===== config.mk =====
export PLATFORM = sky130hd
export DESIGN_NAME = alu_op_sequencer
export DESIGN_NICKNAME = d
export VERILOG_FILES = /design/src/rtl/alu_op_sequencer.sv
export SDC_FILE = /design/constraint.sdc
export NUM_CORES = 1
export LEC_CHECK = 0
export ABC_AREA = 1
export BUFFER_PORTS_ARGS = -buffer_cell sky130_fd_sc_hd__buf_2
export CORE_MARGIN = 1.5
export CORE_UTILIZATION = 30
export CTS_CLUSTER_DIAMETER = 40
export DETAILED_ROUTE_END_ITERATION = 8
export PLACE_DENSITY_LB_ADDON = 0.05
export SETUP_SLACK_MARGIN = 0.1
export SYNTH_ARGS = -nofsm -noshare
export SYNTH_HDL_FRONTEND = slang
export SYNTH_SLANG_ARGS = --single-unit

===== constraint.sdc =====
create_clock -name i_clk -period 2.35 [get_ports i_clk]
set_input_delay 0.3525 -clock i_clk [delete_from_list [all_inputs] [get_ports i_clk]]
set_output_delay 0.3525 -clock i_clk [all_outputs]
set_load 0.02 [all_outputs]

===== src/rtl/alu_op_sequencer.sv =====
// alu_op_sequencer: command-driven front-end for the 16-bit combinational ALU.
// Loads operand A, operand B and the opcode over a valid/ready port, holds them
// steady while the ALU settles, then captures the result and the overflow flag
// that belongs to the executed operation, with a one-cycle strobe and a counter.
module alu_op_sequencer #(
  parameter int NB_size = 16,
  parameter int NB_cnt  = 8
) (
  input  logic               i_clk,
  input  logic               i_reset,
  input  logic               i_valid,
  input  logic [1:0]         i_cmd,
  input  logic [NB_size-1:0] i_data,
  output logic               o_ready,
  output logic [1:0]         o_sel,
  output logic [NB_size-1:0] o_dataA,
  output logic [NB_size-1:0] o_dataB,
  input  logic [NB_size-1:0] i_dataC,
  input  logic               i_addCarry,
  input  logic               i_subCarry,
  output logic [NB_size-1:0] o_result,
  output logic               o_ovf,
  output logic               o_result_valid,
  output logic [NB_cnt-1:0]  o_exec_count
);

  typedef enum logic [1:0] {
    ST_IDLE    = 2'b00,
    ST_EXEC    = 2'b01,
    ST_CAPTURE = 2'b10
  } state_t;

  typedef enum logic [1:0] {
    CMD_LOAD_A  = 2'b00,
    CMD_LOAD_B  = 2'b01,
    CMD_LOAD_OP = 2'b10,
    CMD_EXEC    = 2'b11
  } cmd_t;

  localparam logic [1:0] SEL_ADD = 2'b00;
  localparam logic [1:0] SEL_SUB = 2'b01;

  state_t               state_q, state_d;
  logic [NB_size-1:0]   data_a_q, data_a_d;
  logic [NB_size-1:0]   data_b_q, data_b_d;
  logic [1:0]           sel_q, sel_d;
  logic [NB_size-1:0]   result_q, result_d;
  logic                 ovf_q, ovf_d;
  logic                 result_valid_q, result_valid_d;
  logic [NB_cnt-1:0]    exec_count_q, exec_count_d;

  // Next-state and register-update logic for the IDLE -> EXEC -> CAPTURE cycle.
  always_comb begin
    // NOTE: every signal gets a default first so no path leaves it unassigned,
    // which would otherwise infer a latch.
    state_d        = state_q;
    data_a_d       = data_a_q;
    data_b_d       = data_b_q;
    sel_d          = sel_q;
    result_d       = result_q;
    ovf_d          = ovf_q;
    result_valid_d = 1'b0;
    exec_count_d   = exec_count_q;

    unique case (state_q)
      ST_IDLE: begin
        if (i_valid) begin
          unique case (cmd_t'(i_cmd))
            CMD_LOAD_A:  data_a_d = i_data;
            CMD_LOAD_B:  data_b_d = i_data;
            CMD_LOAD_OP: sel_d    = i_data[1:0];
            CMD_EXEC:    state_d  = ST_EXEC;
            default:     state_d  = ST_IDLE;
          endcase
        end
      end
      // ALU inputs are frozen here; this cycle only lets the ALU settle.
      ST_EXEC: state_d = ST_CAPTURE;
      ST_CAPTURE: begin
        result_d       = i_dataC;
        // Only add and sub have a meaningful overflow; logic ops report none.
        if (sel_q == SEL_ADD)      ovf_d = i_addCarry;
        else if (sel_q == SEL_SUB) ovf_d = i_subCarry;
        else                       ovf_d = 1'b0;
        result_valid_d = 1'b1;
        exec_count_d   = exec_count_q + NB_cnt'(1);
        state_d        = ST_IDLE;
      end
      default: state_d = ST_IDLE;
    endcase
  end

  // State and datapath registers with synchronous active-high reset.
  always_ff @(posedge i_clk) begin
    // NOTE: non-blocking assignments so every flop samples pre-edge values,
    // independent of statement order.
    if (i_reset) begin
      state_q        <= ST_IDLE;
      data_a_q       <= '0;
      data_b_q       <= '0;
      sel_q          <= SEL_ADD;
      result_q       <= '0;
      ovf_q          <= 1'b0;
      result_valid_q <= 1'b0;
      exec_count_q   <= '0;
    end else begin
      state_q        <= state_d;
      data_a_q       <= data_a_d;
      data_b_q       <= data_b_d;
      sel_q          <= sel_d;
      result_q       <= result_d;
      ovf_q          <= ovf_d;
      result_valid_q <= result_valid_d;
      exec_count_q   <= exec_count_d;
    end
  end

  assign o_ready        = (state_q == ST_IDLE);
  assign o_sel          = sel_q;
  assign o_dataA        = data_a_q;
  assign o_dataB        = data_b_q;
  assign o_result       = result_q;
  assign o_ovf          = ovf_q;
  assign o_result_valid = result_valid_q;
  assign o_exec_count   = exec_count_q;

endmodule


Word-level counts from Yosys, hierarchy flattened. Cells that the tools add are included.

Bits in registers: 62. Output and inout port bits: 61.

$add $sub $neg: 1. Eq/ne operators: 8. Multiplexer cells: 6. Reduce and logical (&&, ||, !) cells: 7.

Operators with widths (number): $reduce_and A3 Y1 (3); $add A8 B1 Y8 const B (1); $eq A2 B1 Y1 const B (3); $eq A2 B2 Y1 const B (3); $logic_not A2 Y1 (3); $mux W2 (2); $pmux W2 S2 (1); $mux W1 (3); $ne A2 B1 Y1 const B (1); $ne A2 B2 Y1 const B (1); $reduce_and A2 Y1 (1).

Longest topological paths before layout.
Word-level depth: 4. Depth in mapped cells: 8. Mapped depth without buffers: 7.

Worst setup path before layout. OpenSTA, ideal clock, no wires.

Kind: register -> register. Start point: reg state_q[1]. End point: reg data_a_q[10] (netlist: o_dataA[10]). Setup time: 0.113 ns. Arrival time: 1.136 ns. Data required time: 2.237 ns. Setup slack: 1.101 ns. Cell stages (with the launch flop): 8. Path buffers: 1. Period minus slack after synthesis: 1.249 ns. Cells stage by stage: dfxtp_1 -> nor2_2 -> nand2_2 -> inv_2 -> nand2_4 -> buf_4 -> nor2_1 -> nor2_1.

Longest elaborated chain between the ends: 2.

Ends and longest elaborated chain: start, declared (RTL line 43) `state_t state_q, state_d;`; start signal, assigned (RTL line 107) `state_q <= state_d;`; $logic_not A2 Y1; via o_ready (RTL line 14) `output logic o_ready,`; $reduce_and A3 Y1 (no source line); end signal, assigned (RTL line 108) `data_a_q <= data_a_d;`; end, declared (RTL line 44) `logic [NB_size-1:0] data_a_q, data_a_d;`.

The timed path passes the listed nets, and every way through them passes these cells. A chain may end at the register's enable or synchronous reset.

Worst setup path in the final report.
Start point: reg state_q[1]. End point: reg data_a_q[5] (netlist: o_dataA[5]).

Longest elaborated chain between the ends: 2.

Ends and longest elaborated chain: $logic_not A2 Y1 (RTL line 65) `unique case (state_q)`; $reduce_and A3 Y1 (no source line).

No other way between the ends.

==> results by group <==
Pwr
  • PwrDens: about 700 nW/um^2
  • Comb pwr share: a little under an eighth
  • Worst vdd ir: roughly 0.00023 V
  • Switch Pwr: around 0.56 mW
  • Clk pwr share: approximately 36%
  • Switching Share: a little over a quarter
  • Lkg Pwr: 1.61 nW
  • Tot Pwr: between 2 and 2.5 mW
  • Sequential power share: between 50% and 60%
  • Int Pwr: 1.57 mW

Setup path
  • FF-to-FF Start: state_q[1]
  • Critical path class: flip-flop to flip-flop
  • Crit path required time: 2570 ps
  • Setup crit start kind: flip-flop
  • CP max FO: 32
  • Crit path capture type: flip-flop
  • Crit path from: state_q[1]
  • CP max-delay cell: dfxtp_1
  • CP arrival: around 1800 ps
  • Crit path largest cell delay: 420 ps
  • Most Frequent Cell on Critical Path: nand2_1
  • Crit-path cells: nor2_2 > nand2_2 > inv_2 > nand2_4 > nand2_1 > nand2_1 > nor2_1

CTS
  • Setup bufs post-CTS: 0
  • CTS sink count: 62
  • CTS tree: yes
  • Total CTS buffers: 9
  • # hold bufs at CTS: 0
  • H-tree level count: 3
  • Clock transition at path regs: about 60 ps
  • Post_cts resized: 0
  • CTS Root Cell: clkbuf_8
  • Clk_lat worst skew: between 300 and 400 ps
  • Clock Tree Buf Depth: 2

Detailed routing
  • Post-route ant nets: 0
  • 1st-iter DRT viols: between 90 and 100
  • Drt total wl: about 6.3 mm
  • Routed len/inst: 11.9 um
  • Vias per cell: ~4.3
  • DR DRC count: 0
  • First-pass DRT Iterations: 4
  • Detailed-route via count: 2251

Final layout
  • Multi-input gate area: roughly 960 um^2
  • Layout cells sized above 1: between 20% and 30%
  • Nets: around 460
  • Layout area overhead: 29.4%
  • Ant. Diodes: 0
  • # fillers: just under 900
  • FF/Latch Area: around 1200 um^2

Logic synthesis
  • Netlist cell types: 23
  • #FFs+latches synth: just over 60
  • Syn Area/Cell: around 7.4 um^2
  • Seq/Total Area, Yosys: between 50% and 60%
  • Mapped Nets: 366
  • Synthesized area: between 2000 and 2500 um^2
  • YS warnings: 0
  • Post-Syn Instances: 326

Floorplan
  • CORE AREA: about 7700 um^2
  • FP Rows: 32
  • Boundary Pins: 100
  • Initial Util: around 31%
  • DIE AREA: 8550 um^2
  • Die width: about 90 um
  • Die Y: 92.5 um

Flow run
  • Max cap viols: 0

Global route
  • Total track usage: around 15%
  • Vias in the first global route: just over 2000
  • Grt total ovfl: 0
  • Largest net degree at the start of global routing: 43
  • Initial antenna violation count: 0
  • First-pass GRT wire length: between 9 and 10 mm

Placed design
  • Port bufs: 99
  • HPWL Detailed: around 4.3 mm
  • GPL Wtd Cong: between 0.7 and 0.8

Timing
  • Final setup violation count: 0
  • Hold Violations, Final: 0
  • Setup repair after global routing missed its margin: no
  • Sum Neg Setup Slack: 0 ps
  • Period Utilization, post-route: between 60 and 70%
  • Clock skew: around 5.3 ps
  • Max-slew violation count: 0
  • Worst slew pin tran: between 400 and 500 ps
  • Tmin final: 1540 ps
  • Rel. slew slack: about two thirds
  • Fmax: about 650 MHz

Outcome
  • Status: finished, final reports clean

Hold path
  • Worst min-delay path class: input pin to flip-flop
  • Worst Hold Launch: i_reset
## registers in the layout, indices dropped and copies added, names as in the netlist
| name | flops |
|---|---|
| o_dataA | 16 |
| o_dataB | 16 |
| o_exec_count | 8 |
| o_ovf | 1 |
| o_result | 16 |
| o_result_valid | 1 |
| o_sel | 2 |
| state_q | 2 |
## power groups by stage
stage          Combinational [mW]  Clock [mW]  Sequential (mW)
5_1_grt                     0.276       0.856             1.11
2_1_floorplan               0.107           0             1.18
6_report                    0.248       0.776             1.11
3_3_place_gp                0.250           0             1.13
4_1_cts                     0.251       0.810             1.11
3_5_place_dp                0.250           0             1.13
## cell families after synthesis
| logic type | count (synthesis) | share of synthesized area (%) |
|---|---|---|
| buffers and inverters | 42 | 8.49 |
| adders and majority gates | 1 | 0.521 |
| and+or+nand+nor | 181 | 30.7 |
| xor gates and xnor gates | 1 | 0.365 |
| AOI/OAI and AO/OA | 39 | 8.23 |
| DFF | 62 | 51.7 |
## critical path, delay by kind of cell, from the launching register on
family        cells  cell delay, ps
simple gates      6             930
flops             1             420
buf+inv           1              80
## placed cells by master (no fill, tap or decap), drive strengths merged
cell	instances
dfxtp	62
xor2	1
buf	102
o211ai	1
nor3	19
ha	1
inv	26
nor4	1
clkinv	2
o21ai	35
nand3	7
a21oi	3
clkbuf	12
nand2	51
nor2	103
## Yosys cell counts
cell type    n  share of area (%)
a21oi_1      3               0.63
nor4_1       1               0.26
ha_1         1               0.52
nand2_1     48                7.5
clkbuf_1     3               0.47
inv_2        1               0.16
o21ai_1      3               0.63
nor2_1     101                 16
buf_4        2               0.63
o211ai_1     1               0.31
nand2_4      1               0.47
o21ai_0     32                6.7
nand2_2      2               0.52
clkbuf_2     1               0.21
dfxtp_1     62                 52
nor2_2       1               0.26
nor3_1      19                4.0
buf_6        4                1.9
buf_2        6                1.3
nor2_4       1               0.47
xor2_1       1               0.36
nand3_1      7                1.5
inv_1       25                3.9
## routing by layer
layer / track usage, % / part of all wire (%) / wire, um
met5: 0 / 0 / 0
met3: 3.94 / 5.6 / 350
met2: 19.9 / 40 / 2540
met1: 21.9 / 52 / 3290
met4: 7.31 / 1.5 / 93
## area by class of cell
| cell class | count | share of cell area (%) |
|---|---|---|
| Clock buffer | 12 | 4.67 |
| Inverter | 26 | 3.14 |
| Tap cell | 102 | 4.11 |
| Timing Repair Buffer | 102 | 17.1 |
| Sequential cell | 62 | 39.9 |
| Clock inverter | 2 | 0.322 |
| Multi-Input combinational cell | 222 | 30.8 |
## worst paths after layout
kind | slack (ps) | depth (start not counted) | to
worst max-delay path | 810 | 7 | o_dataA[5]
worst min-delay path | 270 | 2 | o_result_valid
worst max register to register | 810 | 7 | o_dataA[5]
worst min register to register | 480 | 2 | o_result[14]
## through the flow
| step | setup WS (ps) | util [%] | instances | cell area [um^2] | hold WS [ps] |
|---|---|---|---|---|---|
| after floorplan | 1100 | - | 326 | 2400 | 425 |
| after global placement | 814 | 38.2 | 514 | 2950 | 458 |
| after detailed placement | 794 | 38.2 | 514 | 2950 | 468 |
| after CTS | 786 | 40.2 | 528 | 3110 | 256 |
| after global routing | 624 | 40.2 | 528 | 3110 | 271 |
| final | 811 | 40.2 | 528 | 3110 | 271 |
Note: power is estimated with default switching activity, not from simulation.
